===== src/rtl/gain_seq_pkg.sv =====
// Shared opcodes, constants and types for the multi-channel gain sequencer.
package gain_seq_pkg;

  localparam int unsigned DATA_W = 32;
  localparam int unsigned OPC_W  = 3;

  localparam logic [OPC_W-1:0]  OP_FIXSI   = 3'b001;
  localparam logic [OPC_W-1:0]  OP_FLOATIS = 3'b010;
  localparam logic [OPC_W-1:0]  OP_FMULS   = 3'b100;
  localparam logic [DATA_W-1:0] FLOAT_ONE  = 32'h3F80_0000;

  typedef enum logic [1:0] {
    ST_IDLE,
    ST_ISSUE,
    ST_WAIT,
    ST_OUT
  } state_t;

  // One FPU operation request: opcode plus both operands
  typedef struct packed {
    logic [OPC_W-1:0]  n;
    logic [DATA_W-1:0] a;
    logic [DATA_W-1:0] b;
  } fpu_req_t;

  // Per-channel op index to FPU opcode: convert, multiply, convert back
  function automatic logic [OPC_W-1:0] op_code(input logic [1:0] op);
    case (op)
      2'd0:    return OP_FLOATIS;
      2'd1:    return OP_FMULS;
      default: return OP_FIXSI;
    endcase
  endfunction

endpackage


===== src/rtl/fpu_op_issuer.sv =====
// Drives one FPU custom-instruction op: registers operands/opcode, pulses
// start, watches for done while the sequencer waits and flags a watchdog
// timeout when done does not arrive in time.
module fpu_op_issuer
  import gain_seq_pkg::*;
#(
  parameter int unsigned TIMEOUT_CYC = 64
) (
  input  logic              CLK,
  input  logic              RESET,
  input  logic              load,
  input  logic [OPC_W-1:0]  req_n,
  input  logic [DATA_W-1:0] req_a,
  input  logic [DATA_W-1:0] req_b,
  input  logic              wait_en,
  input  logic              fpu_done,
  output logic              done_c,
  output logic              timeout_c,
  output logic [DATA_W-1:0] fpu_dataa,
  output logic [DATA_W-1:0] fpu_datab,
  output logic [OPC_W-1:0]  fpu_n,
  output logic              fpu_start
);

  localparam int unsigned CNT_W = $clog2(TIMEOUT_CYC + 1);

  logic [CNT_W-1:0] wait_cnt;

  // done is only meaningful while waiting; a pulse during the start cycle is dropped
  assign done_c    = wait_en & fpu_done;
  assign timeout_c = wait_en & ~fpu_done & (wait_cnt == CNT_W'(TIMEOUT_CYC - 1));

  // Operand/opcode hold registers, start pulse and wait-cycle watchdog
  always_ff @(posedge CLK) begin
    if (RESET) begin
      fpu_start <= 1'b0;
      fpu_n     <= OP_FLOATIS;
      fpu_dataa <= '0;
      fpu_datab <= '0;
      wait_cnt  <= '0;
    end else begin
      fpu_start <= load;
      if (load) begin
        fpu_n     <= req_n;
        fpu_dataa <= req_a;
        fpu_datab <= req_b;
        wait_cnt  <= '0;
      end else if (wait_en && !fpu_done) begin
        wait_cnt <= wait_cnt + CNT_W'(1);
      end
    end
  end

endmodule


===== src/rtl/gain_seq_mc.sv =====
// Multi-channel gain sequencer: accepts a frame of NUM_CH int samples with
// float gains, runs FLOATIS -> FMULS -> FIXSI per channel on the shared FPU
// and returns the frame of int results.
// Optional build macro GAIN_SEQ_UNITY_BYPASS_EN: channels whose gain is
// exactly 1.0 pass the sample straight through in one cycle with no FPU ops.
module gain_seq_mc
  import gain_seq_pkg::*;
#(
  parameter int unsigned NUM_CH      = 4,
  parameter int unsigned TIMEOUT_CYC = 64
) (
  input  logic                     CLK,
  input  logic                     RESET,
  input  logic                     in_valid,
  output logic                     in_ready,
  input  logic [32*NUM_CH-1:0]     in_sample,
  input  logic [32*NUM_CH-1:0]     in_gain,
  output logic                     out_valid,
  input  logic                     out_ready,
  output logic [32*NUM_CH-1:0]     out_sample,
  output logic [31:0]              fpu_dataa,
  output logic [31:0]              fpu_datab,
  output logic [2:0]               fpu_n,
  output logic                     fpu_start,
  input  logic [31:0]              fpu_result,
  input  logic                     fpu_done,
  output logic                     busy,
  output logic                     timeout_err
);

  localparam int unsigned CH_W    = (NUM_CH > 1) ? $clog2(NUM_CH) : 1;
  localparam int unsigned LAST_CH = NUM_CH - 1;

  typedef logic [NUM_CH-1:0][DATA_W-1:0] frame_t;

  state_t            state, state_d;
  logic [CH_W-1:0]   ch, ch_d;
  logic [1:0]        op, op_d;
  frame_t            smp_q, smp_d;
  frame_t            gain_q, gain_d;
  frame_t            out_q, out_d;
  logic [DATA_W-1:0] temp_q, temp_d;
  logic              err_d;
  logic              enter_c;
  logic              skip_c;
  logic              load_c;
  logic              done_c;
  logic              timeout_c;
  logic              last_ch_c;
  fpu_req_t          req_c;

  assign out_sample = out_q;
  assign last_ch_c  = (ch == CH_W'(LAST_CH));

  // Channel/op sequencing: next state and datapath updates
  always_comb begin
    state_d = state;
    ch_d    = ch;
    op_d    = op;
    smp_d   = smp_q;
    gain_d  = gain_q;
    out_d   = out_q;
    temp_d  = temp_q;
    err_d   = timeout_err;
    enter_c = 1'b0;
    unique case (state)
      ST_IDLE: begin
        if (in_valid) begin
          smp_d   = in_sample;
          gain_d  = in_gain;
          ch_d    = '0;
          op_d    = 2'd0;
          state_d = ST_ISSUE;
          enter_c = 1'b1;
        end
      end
      ST_ISSUE: begin
        state_d = ST_WAIT;
`ifdef GAIN_SEQ_UNITY_BYPASS_EN
        if (op == 2'd0 && gain_q[ch] == FLOAT_ONE) begin
          out_d[ch] = smp_q[ch];
          if (last_ch_c) begin
            state_d = ST_OUT;
          end else begin
            ch_d    = ch + CH_W'(1);
            state_d = ST_ISSUE;
            enter_c = 1'b1;
          end
        end
`endif
      end
      ST_WAIT: begin
        if (done_c && op != 2'd2) begin
          temp_d  = fpu_result;
          op_d    = op + 2'd1;
          state_d = ST_ISSUE;
          enter_c = 1'b1;
        end else if (done_c || timeout_c) begin
          // final result, or a watchdog abort that zeroes the channel
          out_d[ch] = done_c ? fpu_result : '0;
          if (timeout_c) err_d = 1'b1;
          if (last_ch_c) begin
            state_d = ST_OUT;
          end else begin
            ch_d    = ch + CH_W'(1);
            op_d    = 2'd0;
            state_d = ST_ISSUE;
            enter_c = 1'b1;
          end
        end
      end
      ST_OUT: begin
        if (out_ready) state_d = ST_IDLE;
      end
      default: state_d = ST_IDLE;
    endcase
  end

  // Operands for the op being entered, built from next-cycle register values
  always_comb begin
    req_c.n = op_code(op_d);
    req_c.a = '0;
    req_c.b = '0;
    skip_c  = 1'b0;
    unique case (op_d)
      2'd0: req_c.a = smp_d[ch_d];
      2'd1: begin
        req_c.a = temp_d;
        req_c.b = gain_d[ch_d];
      end
      default: req_c.a = temp_d;
    endcase
`ifdef GAIN_SEQ_UNITY_BYPASS_EN
    skip_c = (op_d == 2'd0) && (gain_d[ch_d] == FLOAT_ONE);
`endif
    load_c = enter_c & ~skip_c;
  end

  // State register, frame storage and registered status outputs
  always_ff @(posedge CLK) begin
    if (RESET) begin
      state       <= ST_IDLE;
      ch          <= '0;
      op          <= 2'd0;
      smp_q       <= '0;
      gain_q      <= '0;
      out_q       <= '0;
      temp_q      <= '0;
      timeout_err <= 1'b0;
      in_ready    <= 1'b1;
      out_valid   <= 1'b0;
      busy        <= 1'b0;
    end else begin
      state       <= state_d;
      ch          <= ch_d;
      op          <= op_d;
      smp_q       <= smp_d;
      gain_q      <= gain_d;
      out_q       <= out_d;
      temp_q      <= temp_d;
      timeout_err <= err_d;
      in_ready    <= (state_d == ST_IDLE);
      out_valid   <= (state_d == ST_OUT);
      busy        <= (state_d != ST_IDLE);
    end
  end

  fpu_op_issuer #(
    .TIMEOUT_CYC (TIMEOUT_CYC)
  ) u_issuer (
    .CLK       (CLK),
    .RESET     (RESET),
    .load      (load_c),
    .req_n     (req_c.n),
    .req_a     (req_c.a),
    .req_b     (req_c.b),
    .wait_en   (state == ST_WAIT),
    .fpu_done  (fpu_done),
    .done_c    (done_c),
    .timeout_c (timeout_c),
    .fpu_dataa (fpu_dataa),
    .fpu_datab (fpu_datab),
    .fpu_n     (fpu_n),
    .fpu_start (fpu_start)
  );

endmodule


===== config.mk =====
export PLATFORM = sky130hd
export DESIGN_NAME = gain_seq_mc
export DESIGN_NICKNAME = d
export VERILOG_FILES = /design/src/rtl/gain_seq_pkg.sv /design/src/rtl/fpu_op_issuer.sv /design/src/rtl/gain_seq_mc.sv
export SDC_FILE = /design/constraint.sdc
export NUM_CORES = 1
export LEC_CHECK = 0
export ABC_AREA = 0
export CORE_MARGIN = 4
export CORE_UTILIZATION = 53
export CTS_CLUSTER_SIZE = 40
export DETAILED_ROUTE_END_ITERATION = 16
export PLACE_DENSITY_LB_ADDON = 0.25
export SLEW_MARGIN = 5
export SYNTH_ARGS = -nofsm -noshare
export SYNTH_HDL_FRONTEND = slang
export SYNTH_SLANG_ARGS = --single-unit

===== constraint.sdc =====
create_clock -name CLK -period 5.43 [get_ports CLK]
set_input_delay 0.8145 -clock CLK [delete_from_list [all_inputs] [get_ports CLK]]
set_output_delay 0.8145 -clock CLK [all_outputs]
set_load 0.05 [all_outputs]

==> impl_metrics.env <==
export IMPL_status="complete, no violations"
export IMPL_netlist_top_cells_area="dfxtp_1 49%, nand2_1 14%, a21oi_1 10%"
export IMPL_setup_worst_path_start="fpu_done"
export IMPL_drc_errors=0
export IMPL_insertion_delay_ps=550
export IMPL_ff2ff_path_depth=6
export IMPL_crit_family="compound AO/OA/AOI/OAI gates"
export IMPL_ioPinCount=493
export IMPL_yosysUniqueCellTypes=56
export IMPL_synth_nets=2738
export IMPL_portBuffers=492
export IMPL_cts_setup_buffers=0
export IMPL_grt_use_total=0.315
export IMPL_wl_per_cell_um=20.0
export IMPL_fin_tns_setup_ps=0
export IMPL_cts_tree="built"
export IMPL_htree_levels=2
export IMPL_fin_area_um2=25600
export IMPL_hold_path_class="reg -> reg"
export IMPL_crit_buf_inv=1
export IMPL_grt_overflow=0
export IMPL_detail_route_antenna_nets=0
export IMPL_grt_start_max_net_pins=261
export IMPL_power_total_w=0.00821
export IMPL_worst_slew_pin_slew_ps=1250
export IMPL_final_common_cell="nand2_1"
export IMPL_final_cell_mix="697 x nand2_1, 491 x clkdlybuf4s50_1, 469 x dfxtp_1"
export IMPL_timing_critical_path_slowest_stage_cell="mux2_4"
export IMPL_initial_core_util=0.536
export IMPL_use_met3=0.0590
export IMPL_fin_util=0.720
export IMPL_endpoint_kind="flip-flop"
export IMPL_power_density_nw_per_um2=321
export IMPL_clock_sinks=469
export IMPL_ctsResizeCount=0
export IMPL_place_ws_ps=1240
export IMPL_ys_seq_area_frac=0.492
export IMPL_vias=19126
export IMPL_hold_viol_final=0
export IMPL_synth_avg_cell_area_um2=7.81
export IMPL_power_leakage_nw=9.20
export IMPL_drive_gt1_frac=0.0533
export IMPL_clk_pin_slew_worst_paths_ps=60
export IMPL_synth_edf_count=0
export IMPL_period_needed_ps=3700
export IMPL_reg2reg_to="u_issuer.fpu_dataa[26]"
export IMPL_die_height_um=198
export IMPL_critPathRequiredTime_ps=5880
export IMPL_path_class="in -> reg"
export IMPL_core_um2=35600
export IMPL_crit_chain="clkdlybuf4s50_1 > nand4bb_1 > o31ai_4 > mux2_4 > nand4_4 > a21o_1 > a31oi_1"
export IMPL_synthCells=2443
export IMPL_maxCapViolCount=0
export IMPL_synth_main_ff_cell="dfxtp_1"
export IMPL_rrSetupSlack_ps=2090
export IMPL_syn_cell_area_um2=19100
export IMPL_numCtsBuffers=47
export IMPL_clockBufferDepth=3
export IMPL_crit_end="u_issuer.fpu_dataa[26]"
export IMPL_gr_usage_met2=0.513
export IMPL_slew_viol_final=0
export IMPL_slew_headroom=0.169
export IMPL_ys_async_sr_fraction=0
export IMPL_fin_nets=3090
export IMPL_r2r_start="state[0]"
export IMPL_worstPathArrival_ps=4150
export IMPL_grt_antenna_before_repair=14
export IMPL_busiest_layer="met2"
export IMPL_cp_num_cells=7
export IMPL_gr_usage_met1=0.403
export IMPL_grt_pass1_vias=17988
export IMPL_dieArea_um2=39100
export IMPL_period_share=0.682
export IMPL_synth_top_area_frac=0.492
export IMPL_critical_path_max_stage_delay_ps=710
export IMPL_grt_pass1_wl_mm=99.0
export IMPL_max_freq_ghz=0.270
export IMPL_yosysWarnings=0
export IMPL_placed_cell_area_um2=24000
export IMPL_rsz0062_at_grt="no"
export IMPL_finalSetupViolations=0
export IMPL_peakVddDrop_v=0.000252
export IMPL_globalplace_congestion=0.922
export IMPL_hold_start="u_issuer.fpu_datab[19]"
export IMPL_via_per_inst=5.79
export IMPL_cts_root_buffer="clkbuf_16"
export IMPL_drt_iter0_markers=1906
export IMPL_die_w_um=198
export IMPL_yosysTopAreaCell="dfxtp_1"
export IMPL_num_rows=69
export IMPL_crit_path_start_kind="input port"
export IMPL_ctsHoldBuffers=0
export IMPL_area_delta_synth_final_pct=34.2
export IMPL_ys_seq_elements=469
export IMPL_worst_slack_ps=1730
export IMPL_drtPass1Iterations=6
export IMPL_skew_ps=20.6
export IMPL_detailed_place_hpwl_mm=45.6
export IMPL_routed_wl_mm=65.9
export IMPL_path_max_fanout=50
[worst reg2reg max path: cells and delay by family (launching register included)]
family | cells | cell delay, ps
AO/OA/AOI/OAI | 3 | 1130
flip-flops | 1 | 420
multiplexers | 1 | 710
AND/OR/NAND/NOR | 2 | 970
[registers in the layout (all words and copies together), names as in the netlist]
| signal | flops |
|---|---|
| ch | 2 |
| u_issuer.fpu_dataa | 32 |
| u_issuer.wait_cnt | 7 |
| gain_q | 128 |
| timeout_err | 1 |
| busy | 1 |
| out_valid | 1 |
| state | 2 |
| u_issuer.fpu_start | 1 |
| out_sample | 128 |
| op | 2 |
| smp_q | 128 |
| in_ready | 1 |
| u_issuer.fpu_n | 3 |
| u_issuer.fpu_datab | 32 |
[Yosys cell counts (all sizes together), types with 2 or more instances]
library cell  instances
nand2               698
ha                    2
nor3b                 2
dfxtp               469
xor2                  2
nor3                 27
xnor2                 2
buf                  48
a31oi                25
a21oi               388
o21ai                36
a311o                23
and3                  2
inv                   2
mux2i                50
o2bb2ai               8
nand2b                5
or3                   5
nor2                188
clkbuf              166
a221oi                8
nand3               138
a22oi                63
a21o                 25
nand4b                9
mux2                 32
nand4                 3
o31ai                 2
[layout make-up]
type | instances | area, um^2
tap | 461 | 577
clock buffer | 69 | 1370
inverter | 2 | 7.51
multi-input combinational | 1758 | 8850
antenna | 11 | 27.5
sequential | 469 | 9390
fill | 2811 | 9970
timing repair buffer | 517 | 5140
clock inverter | 17 | 240
[metrics by stage]
| step | hold slack (ps) | std cells |
|---|---|---|
| after floorplan | 432 | 2443 |
| after global placement | 438 | 3207 |
| after detailed placement | 442 | 3207 |
| after CTS | 453 | 3293 |
| after global routing | 470 | 3304 |
| final | 450 | 3304 |
[where the power goes]
| group | internal [W] | leakage, nW | switching (W) |
|---|---|---|---|
| clock network | 0.00203 | 0.790 | 0.00133 |
| logic | 0.000467 | 4.59 | 0.000673 |
| registers | 0.00361 | 3.82 | 0.0000994 |
| total | 0.00611 | 9.20 | 0.00210 |
[kinds of logic after synthesis]
| logic type | share of synthesized area |
|---|---|
| flops | 0.492 |
| fa+ha+maj | 0.00131 |
| buf+inv | 0.0468 |
| simple gates | 0.232 |
| xor+xnor | 0.00184 |
| compound gates | 0.181 |
| mux | 0.0453 |
[worst min path at each step]
stage	cells after the start	endpoint
5_1_grt	2	gain_q[2]
3_3_place_gp	2	u_issuer.fpu_datab[19]
3_5_place_dp	2	u_issuer.fpu_datab[2]
6_report	2	u_issuer.fpu_datab[19]
2_1_floorplan	2	smp_q[47]
4_1_cts	2	gain_q[127]
[per-layer routing]
| layer | vias to the layer above | share of wire |
|---|---|---|
| li1 | 8985 | - |
| met1 | 9034 | 0.39 |
| met2 | 907 | 0.47 |
| met3 | 194 | 0.090 |
| met4 | 6 | 0.052 |
| met5 | - | 0.00073 |
Note: power is estimated with default switching activity, not from simulation.
